--- config.mk ---
export PLATFORM = sky130hd
export DESIGN_NAME = pe_driver
export DESIGN_NICKNAME = d
export VERILOG_FILES = /design/src/rtl/pe_driver_pkg.sv /design/src/rtl/pe_driver_sync.sv /design/src/rtl/pe_driver.sv
export SDC_FILE = /design/constraint.sdc
export NUM_CORES = 1
export LEC_CHECK = 0
export CORE_MARGIN = 4
export CORE_UTILIZATION = 30
export CTS_CLUSTER_DIAMETER = 150
export CTS_CLUSTER_SIZE = 14
export DETAILED_ROUTE_END_ITERATION = 12
export PLACE_DENSITY = 0.42
export SLEW_MARGIN = 20
export SYNTH_ARGS = -nofsm -noshare
export SYNTH_HDL_FRONTEND = slang
export SYNTH_SLANG_ARGS = --single-unit
--- constraint.sdc ---
create_clock -name clk -period 11.85 [get_ports clk]
set_clock_uncertainty 0.05 [all_clocks]
set_input_delay 2.37 -clock clk [delete_from_list [all_inputs] [get_ports clk]]
set_output_delay 2.37 -clock clk [all_outputs]
set_load 0.03 [all_outputs]
--- src/rtl/pe_driver_pkg.sv ---
// Shared default sizing for the PE driver and its FIFOs.
package pe_driver_pkg;

  localparam int unsigned DEF_DATA_WIDTH = 16;
  localparam int unsigned DEF_INST_WIDTH = 32;
  localparam int unsigned DEF_INST_NUM   = 16;
  localparam int unsigned DEF_LOAD_NUM   = 16;
  localparam int unsigned DEF_TX_NUM     = 4;
  localparam int unsigned DEF_ITER_NUM   = 8;
  localparam int unsigned DEF_ALPHA_NUM  = 8;
  localparam int unsigned DEF_TIMEOUT    = 1023;

endpackage

--- src/rtl/pe_driver_sync.sv ---
// Synchronous FIFO with occupancy count; simultaneous push/pop is legal at any
// occupancy, and on an empty FIFO the pushed word passes straight through.
module sync_fifo #(
  parameter int unsigned WIDTH = 32,
  parameter int unsigned DEPTH = 16
) (
  input  logic                       clk,
  input  logic                       rst,
  input  logic                       flush,
  input  logic                       push,
  input  logic [WIDTH-1:0]           wr_data,
  input  logic                       pop,
  output logic [WIDTH-1:0]           rd_data,
  output logic [$clog2(DEPTH+1)-1:0] count
);

  localparam int unsigned AW = (DEPTH > 1) ? $clog2(DEPTH) : 1;
  localparam int unsigned CW = $clog2(DEPTH + 1);

  logic [WIDTH-1:0] mem [DEPTH];
  logic [AW-1:0]    wr_ptr;
  logic [AW-1:0]    rd_ptr;
  logic             empty;
  logic             full;
  logic             bypass;
  logic             do_push;
  logic             do_pop;

  function automatic logic [AW-1:0] ptr_inc(input logic [AW-1:0] p);
    return (p == AW'(DEPTH - 1)) ? '0 : p + AW'(1);
  endfunction

  assign empty   = (count == '0);
  assign full    = (count == CW'(DEPTH));
  assign bypass  = empty && push && pop;
  assign do_push = push && !bypass && (!full || pop);
  assign do_pop  = pop && !empty;
  assign rd_data = bypass ? wr_data : (empty ? '0 : mem[rd_ptr]);

  always_ff @(posedge clk) begin
    if (do_push) mem[wr_ptr] <= wr_data;
  end

  always_ff @(posedge clk) begin
    if (rst || flush) begin
      wr_ptr <= '0;
      rd_ptr <= '0;
      count  <= '0;
    end else begin
      if (do_push) wr_ptr <= ptr_inc(wr_ptr);
      if (do_pop)  rd_ptr <= ptr_inc(rd_ptr);
      case ({do_push, do_pop})
        2'b10:   count <= count + CW'(1);
        2'b01:   count <= count - CW'(1);
        default: count <= count;
      endcase
    end
  end

endmodule

--- src/rtl/pe_driver.sv ---
// Host-to-PE driver: streams a program and per-iteration data bursts into the
// PE, then collects the PE results into an output stream.
module pe_driver
  import pe_driver_pkg::*;
#(
  parameter int unsigned DATA_WIDTH = DEF_DATA_WIDTH,
  parameter int unsigned INST_WIDTH = DEF_INST_WIDTH,
  parameter int unsigned INST_NUM   = DEF_INST_NUM,
  parameter int unsigned LOAD_NUM   = DEF_LOAD_NUM,
  parameter int unsigned TX_NUM     = DEF_TX_NUM,
  parameter int unsigned ITER_NUM   = DEF_ITER_NUM,
  parameter int unsigned ALPHA_NUM  = DEF_ALPHA_NUM,
  parameter int unsigned TIMEOUT    = DEF_TIMEOUT
) (
  input  logic                    clk,
  input  logic                    rst,
  input  logic                    start,
  input  logic                    inst_s_valid,
  output logic                    inst_s_ready,
  input  logic [INST_WIDTH-1:0]   inst_s_data,
  input  logic                    data_s_valid,
  output logic                    data_s_ready,
  input  logic [2*DATA_WIDTH-1:0] data_s_data,
  output logic                    inst_in_v,
  output logic [INST_WIDTH-1:0]   inst_in,
  output logic                    din_pe_v,
  output logic [2*DATA_WIDTH-1:0] din_pe,
  input  logic                    dout_pe_v,
  input  logic [2*DATA_WIDTH-1:0] dout_pe,
  output logic                    res_m_valid,
  input  logic                    res_m_ready,
  output logic [2*DATA_WIDTH-1:0] res_m_data,
  output logic                    busy,
  output logic                    done,
  output logic                    err
);

  localparam int unsigned DW       = 2 * DATA_WIDTH;
  localparam int unsigned WAIT_CYC = INST_NUM + TX_NUM;
  localparam int unsigned ICW      = $clog2(INST_NUM + 1);
  localparam int unsigned LCW      = $clog2(LOAD_NUM + 1);
  localparam int unsigned WCW      = $clog2(WAIT_CYC + 1);
  localparam int unsigned ITW      = $clog2(ITER_NUM + 1);
  localparam int unsigned RCW      = $clog2(ALPHA_NUM + 1);
  localparam int unsigned TCW      = $clog2(TIMEOUT + 1);

  typedef enum logic [2:0] {
    IDLE, INST, FILL, LOAD, WAIT, COLLECT, DRAIN
  } state_t;

  state_t          state;
  logic [ICW-1:0]  inst_cnt;
  logic [LCW-1:0]  load_cnt;
  logic [WCW-1:0]  wait_cnt;
  logic [ITW-1:0]  iter_cnt;
  logic [RCW-1:0]  res_cnt;
  logic [TCW-1:0]  idle_cnt;

  logic [LCW-1:0]  data_count;
  logic [DW-1:0]   data_rd;
  logic            data_full;
  logic            data_push;
  logic            data_pop;
  logic            data_flush;
  logic [RCW-1:0]  res_count;
  logic            res_empty;
  logic            res_push;
  logic            res_pop;
  logic            res_flush;
  logic            wait_last;
  logic            underrun;
  logic            timeout_hit;

  // FIFO handshakes and abort conditions
  assign data_full    = (data_count == LCW'(LOAD_NUM));
  assign data_s_ready = !data_full;
  assign data_push    = data_s_valid && !data_full;
  assign data_pop     = (state == LOAD);
  assign res_empty    = (res_count == '0);
  assign res_m_valid  = !res_empty;
  assign res_push     = (state == COLLECT) && dout_pe_v;
  assign res_pop      = res_m_valid && res_m_ready;
  assign wait_last    = (state == WAIT) && (wait_cnt == WCW'(WAIT_CYC - 1));
  assign underrun     = wait_last && (data_count < LCW'(LOAD_NUM));
  assign timeout_hit  = (state == COLLECT) && !dout_pe_v && (idle_cnt == TCW'(TIMEOUT - 1));
  assign data_flush   = underrun || timeout_hit;
  assign res_flush    = timeout_hit;

  sync_fifo #(.WIDTH(DW), .DEPTH(LOAD_NUM)) u_data_fifo (
    .clk     (clk),
    .rst     (rst),
    .flush   (data_flush),
    .push    (data_push),
    .wr_data (data_s_data),
    .pop     (data_pop),
    .rd_data (data_rd),
    .count   (data_count)
  );

  sync_fifo #(.WIDTH(DW), .DEPTH(ALPHA_NUM)) u_res_fifo (
    .clk     (clk),
    .rst     (rst),
    .flush   (res_flush),
    .push    (res_push),
    .wr_data (dout_pe),
    .pop     (res_pop),
    .rd_data (res_m_data),
    .count   (res_count)
  );

  always_ff @(posedge clk) begin
    if (rst) begin
      state        <= IDLE;
      inst_cnt     <= '0;
      load_cnt     <= '0;
      wait_cnt     <= '0;
      iter_cnt     <= '0;
      res_cnt      <= '0;
      idle_cnt     <= '0;
      inst_s_ready <= 1'b0;
      inst_in_v    <= 1'b0;
      inst_in      <= '0;
      din_pe_v     <= 1'b0;
      din_pe       <= '0;
      busy         <= 1'b0;
      done         <= 1'b0;
      err          <= 1'b0;
    end else begin
      inst_in_v <= 1'b0;
      din_pe_v  <= 1'b0;
      done      <= 1'b0;
      case (state)
        IDLE: begin
          if (start) begin
            state        <= INST;
            inst_s_ready <= 1'b1;
            busy         <= 1'b1;
            err          <= 1'b0;
            iter_cnt     <= '0;
            inst_cnt     <= '0;
            idle_cnt     <= '0;
          end
        end
        INST: begin
          if (inst_s_valid) begin
            inst_in   <= inst_s_data;
            inst_in_v <= 1'b1;
            inst_cnt  <= inst_cnt + ICW'(1);
            if (inst_cnt == ICW'(INST_NUM - 1)) begin
              state        <= FILL;
              inst_s_ready <= 1'b0;
            end
          end
        end
        FILL: begin
          if (data_full) begin
            state    <= LOAD;
            load_cnt <= '0;
          end
        end
        LOAD: begin
          din_pe   <= data_rd;
          din_pe_v <= 1'b1;
          load_cnt <= load_cnt + LCW'(1);
          if (load_cnt == LCW'(LOAD_NUM - 1)) begin
            if (iter_cnt < ITW'(ITER_NUM - 1)) begin
              state    <= WAIT;
              wait_cnt <= '0;
            end else begin
              state    <= COLLECT;
              idle_cnt <= '0;
              res_cnt  <= '0;
            end
          end
        end
        WAIT: begin
          wait_cnt <= wait_cnt + WCW'(1);
          if (underrun) begin
            state <= IDLE;
            err   <= 1'b1;
            busy  <= 1'b0;
          end else if (wait_last) begin
            state    <= LOAD;
            load_cnt <= '0;
            iter_cnt <= iter_cnt + ITW'(1);
          end
        end
        COLLECT: begin
          if (dout_pe_v) begin
            idle_cnt <= '0;
            res_cnt  <= res_cnt + RCW'(1);
            if (res_cnt == RCW'(ALPHA_NUM - 1)) state <= DRAIN;
          end else if (timeout_hit) begin
            state <= IDLE;
            err   <= 1'b1;
            busy  <= 1'b0;
          end else begin
            idle_cnt <= idle_cnt + TCW'(1);
          end
        end
        DRAIN: begin
          // Results may still be draining; finish only once the stream is empty
          if (res_empty) begin
            state <= IDLE;
            done  <= 1'b1;
            busy  <= 1'b0;
          end
        end
        default: state <= IDLE;
      endcase
    end
  end

endmodule

After elaboration in Yosys (flattened, before gate mapping). Memory sizes are Yosys's and may differ from the RTL's. A register that Yosys moved wholly into a read port is not among the register bits. Index checks and enable logic that the tools add are counted.

Register bits after elaboration: 129. Input bits: 103. Memories kept: 2. Output and inout port bits: 104. Bits in writable memories: 768. Logic and storage cells: 207.

Memories: u_data_fifo.mem (words 16, bits a word 32, read ports 1, clocked after memory_dff 1, write ports 1, line pe_driver_sync.sv:20) `logic [WIDTH-1:0] mem [DEPTH];`; u_res_fifo.mem (words 8, bits a word 32, read ports 1, clocked after memory_dff 1, write ports 1, line pe_driver_sync.sv:20).

Bitwise logic cells: 2. Multiplexer cells: 72. Reductions and logical operators: 55. Equal/unequal tests: 39. $lt $le $gt $ge: 2. Add/sub/neg operators: 14.

Operators by type and width (count): $mux W32 (4); $mux W10 (5); $mux W3 (15); $mux W4 (10); $mux W5 (7); $pmux W10 S3 (1); $pmux W5 S2 (3); $ne A2 B2 Y1 const B (12); $pmux W4 S2 (3); $pmux W3 S7 (1); $add A4 B1 Y4 const B (5); $add A5 B1 Y5 const B (4); $mux W1 (19); $logic_and A1 B1 Y1 (17); $reduce_and A4 Y1 (4); $eq A3 B3 Y1 const B (5); $pmux W5 S3 (1); $eq A4 B4 Y1 const B (3); $reduce_bool A2 Y1 (6); $add A10 B1 Y10 const B (1); $eq A10 B10 Y1 const B (1); $eq A5 B4 Y1 const B (2); $eq A5 B5 Y1 const B (2); $reduce_and A5 Y1 (2); other kinds (29) (51).

Logic depth before layout (Yosys ltp).
Depth in word-level cells: 10. Gate-level depth with buffers: 14. Mapped depth without buffers: 12.

Modules after synthesis. Synthesis repeated with hierarchy kept, for this count alone.

Cells, all modules: 2160. Area, all modules: 35716.8 um^2.

Modules (own cells, without submodules): sync_fifo (u_data_fifo) (sequential area each 15715.1 um^2, times used 1, area an instance 20652.3 um^2, cells an instance 1087); sync_fifo (u_res_fifo) (sequential area each 7947.6 um^2, times used 1, area an instance 10662.7 um^2, cells an instance 521); pe_driver (sequential area each 2122.0 um^2, times used 1, area an instance 4401.7 um^2, cells an instance 552).

Least setup slack after synthesis. OpenSTA, ideal clock, no wires.

Kind: input port to flip-flop. Start point: input dout_pe_v. End point: memory u_res_fifo.mem[0][0] (enable). Arrival time: 5.823 ns. Path slack: 5.475 ns. Data required time: 11.299 ns. Cell stages on the path: 4. Path buffers: 0. Setup time: 0.501 ns. Cell sequence: nand2_1 > a21oi_2 > inv_2 > nor4_1.

Word-level cells in the longest chain between the ends: 8.

RTL lines: start: declaration (line pe_driver.sv:28) `input logic dout_pe_v,`; $logic_and A1 B1 Y1 (*) (line pe_driver.sv:81) `assign res_push = (state == COLLECT) && dout_pe_v;`; $logic_and A1 B1 Y1 (2 in a row) (line pe_driver_sync.sv:35) `assign bypass = empty && push && pop;`; $logic_not A1 Y1 (line pe_driver_sync.sv:36) `assign do_push = push && !bypass && (!full || pop);`; $logic_and A1 B1 Y1 (*) (2 in a row) (line pe_driver_sync.sv:36); $mux W1 (*) (line pe_driver_sync.sv:41) `if (do_push) mem[wr_ptr] <= wr_data;`; $mux W1 (implied by the code) (*) (line pe_driver_sync.sv:41); end: declaration (line pe_driver_sync.sv:20).

Mark *: on every way between the ends. The rest lies on a longest branch, timed or not.

==> impl_metrics.toml <==
[sta]
setup_viol = 0
finalCritPeriodShare_pct = 49.2
period_minus_slack_ns = 5.83
whs_ns = 0.407
slew_headroom_pct = 26.8
maxSlewViolCount = 0
fmax_mhz = 172
tightest_slew_ns = 1.09
finalHoldViolCount = 0
fin_ws_ns = 6.02
rsz0062_at_grt = "false"
setup-tns-final_ns = 0

[setup_path]
cp.arrival_ns = 3.41
path_cells = "buf_6 -> mux4_2 -> mux2i_1 -> nor2_1 -> clkdlybuf4s50_1"
rr_endpoint = "din_pe[23]"
r2r_slack_ns = 8.12
slowest_stage = "clkdlybuf4s50_1"
critical_path_required_ns = 9.43
cp-end-kind = "output pin"
crit_type = "reg -> out"
cp-start-kind = "register"
cp_num_buf_inv = 2
path_max_fanout = 52
critPathTopFamily = "buffers and inverters"
slowest_delay_ns = 0.67
worst-r2r-cell-count = 6

[layout]
final_cell_mix = "edfxtp_1, clkdlybuf4s50_1, mux4_2"
fin_nets = 2249
layout_commonest_cell = "edfxtp_1"
area_growth_pct = 17.3
fill_cells = 10900
seqCellArea_mm2 = 0.0258
multi_input_area_mm2 = 0.00898
layout-drive-gt1-share_pct = 16.9

[grt]
grt_pass1_vias = 19500
grt-ovfl-total = 0
grtUsageTotal_pct = 14.2
grt_pass1_wl_um = 130000
antenna_found_initial = 9
grt_max_degree = 120

[drt]
drt.antenna.violating_nets = 0
vias_per_cell = 4.91
routedWlPerCell_um = 23.7
drt_iter0_markers = 1216
drc = 0
via_count = 18100
drt-pass1-iter-count = 4
wirelength_um = 87700

[yosys]
synth-edff-count = 768
netlist_area_mm2 = 0.0352
syn_inst = 1901
synth_ff_type = "edfxtp_1"
postSynth.asyncResetShare_pct = 0
synth_cell_types = 72
syn_area_per_cell_um2 = 18.5
yosysSeqAreaShare_pct = 73.3
yosys_warnings = 0
synth_seq_cells = 904
syn_nets = 2029

[floorplan]
start_util_pct = 30.2
chipWidth_um = 351
rows = 125
io_pins = 207
core_mm2 = 0.116
die_area_mm2 = 0.123
die_h_um = 351

[worst_hold_path]
holdCritStartpoint = "inst_in[27]"
hp-class = "reg -> reg"
min_to = "inst_in[27]"
hold_depth = 2

[clock_network]
cts_hold_buf = 0
clock_path_buffers = 3
cts_made_buffers = 74
ctsResizeCount = 0
root_buffer = "clkbuf_16"
clk_latency_ns = 0.66
htree_levels = 3
tritoncts = "built"
cts.clk_slew.worst_paths_ns = 0.07
post_cts_buffers = 0
cts_sinks = 904

[place]
gp_congestion = 0.728
dp_hpwl_um = 49300
dp_slack_ns = 6.36
numPortBuffers = 206

[run]
drv_cap = 0

[power_and_ir_drop]
irDropWorstVdd_v = 0.0000881
leakagePower_nw = 12.7
power_density_mw_per_mm2 = 150

[outcome]
outcome = "finished, final reports clean"
==> flip-flops by register name, summed over array words and instances, names as in the netlist, named ones only <==
signal	flops
err	1
u_data_fifo.mem	512
din_pe_v	1
inst_in	32
din_pe	32
iter_cnt	4
inst_in_v	1
u_res_fifo.rd_ptr	3
u_data_fifo.rd_ptr	4
inst_s_ready	1
busy	1
u_data_fifo.wr_ptr	4
u_res_fifo.mem	256
inst_cnt	5
done	1
state	3
u_res_fifo.wr_ptr	3
idle_cnt	10
u_res_fifo.count	4
u_data_fifo.count	5
wait_cnt	5
load_cnt	5
res_cnt	4
==> metrics by stage <==
| stage | utilization (%) | cells | power (mW) | area [um^2] |
|---|---|---|---|---|
| 6_report | 35.5 | 3692 | 6.21 | 41300 |
| 4_1_cts | 35.5 | 3689 | 6.33 | 41300 |
| 5_1_grt | 35.5 | 3689 | 6.47 | 41300 |
| 3_3_place_gp | 33.6 | 3568 | 3.96 | 39100 |
| 3_5_place_dp | 33.7 | 3569 | 3.97 | 39200 |
| 2_1_floorplan | - | 1901 | 3.79 | 35200 |
==> worst register-to-register path, delay by kind of cell, from the launching register on <==
family / cells / cell delay [ns]
multiplexers: 2 / 0.76
AO/OA/AOI/OAI: 2 / 0.39
flip-flops: 1 / 0.93
buffers and inverters: 2 / 1.49
==> layer usage <==
| metal | global-route usage [%] | wire length, um | up-vias |
|---|---|---|---|
| met5 | 0 | 48 | - |
| met4 | 3.91 | 2040 | 6 |
| met3 | 2.57 | 3740 | 117 |
| met2 | 24.1 | 43000 | 362 |
| met1 | 18.8 | 38800 | 9595 |
| li1 | - | - | 8065 |
==> how the worst max path moves through the flow <==
stage / start / to / depth (start not counted)
after floorplan: dout_pe_v / u_res_fifo.mem[0][0] / 4
after global placement: register / res_m_data[30] / 5
after detailed placement: register / res_m_data[30] / 5
after CTS: register / res_m_data[30] / 5
after global routing: register / res_m_data[30] / 5
final: register / res_m_data[30] / 5
==> Yosys cell counts, types with 5 or more instances <==
cell type	number	area, um^2
a21oi_1	95	475
a22oi_1	7	52.6
a31oi_1	7	43.8
and2_1	5	31.3
and3_1	14	87.6
buf_1	8	30.0
buf_2	44	220
buf_4	6	45.0
clkbuf_1	46	173
dfxtp_1	136	2720
edfxtp_1	768	23100
ha_1	24	300
inv_1	17	63.8
mux2i_1	95	951
mux4_2	192	4320
nand2_1	109	409
nand2b_1	9	56.3
nand3_1	25	125
nand4_1	5	31.3
nor2_1	98	368
nor3_1	13	65.1
nor3b_1	6	45.0
o211a_1	28	280
o21ai_0	11	55.1
o221ai_1	28	245
or3_1	6	37.5
or4_1	5	37.5
xnor2_1	6	52.6
xor2_1	17	149
==> final cells by class <==
cell class	count	area share [%]
well taps	1524	4.62
multi-input cells	874	21.7
clock buffers	112	4.83
diodes	3	0.0182
inverters	19	0.173
clock inverters	8	0.312
repair buffers	248	5.83
flip-flops and latches	904	62.5
==> cells by family (layout without fill, tap and decap cells) <==
kind of cell	count (synthesis)	in the layout	share of synthesized area, %
AOI/OAI and AO/OA	217	217	4.29
adders and majority gates	25	25	0.910
muxes	288	288	15.0
xor gates and xnor gates	23	23	0.572
and+or+nand+nor	321	321	4.41
other	0	3	0
DFF	904	904	73.3
buffers and inverters	123	387	1.53
==> power breakdown <==
part / internal, mW / switching, mW / total [mW]
Combinational: 0.138 / 0.228 / 0.366
Sequential: 3.49 / 0.0364 / 3.53
Clock: 1.17 / 1.14 / 2.31
Total: 4.81 / 1.40 / 6.21
No activity file was read; power rests on OpenSTA's default activity.
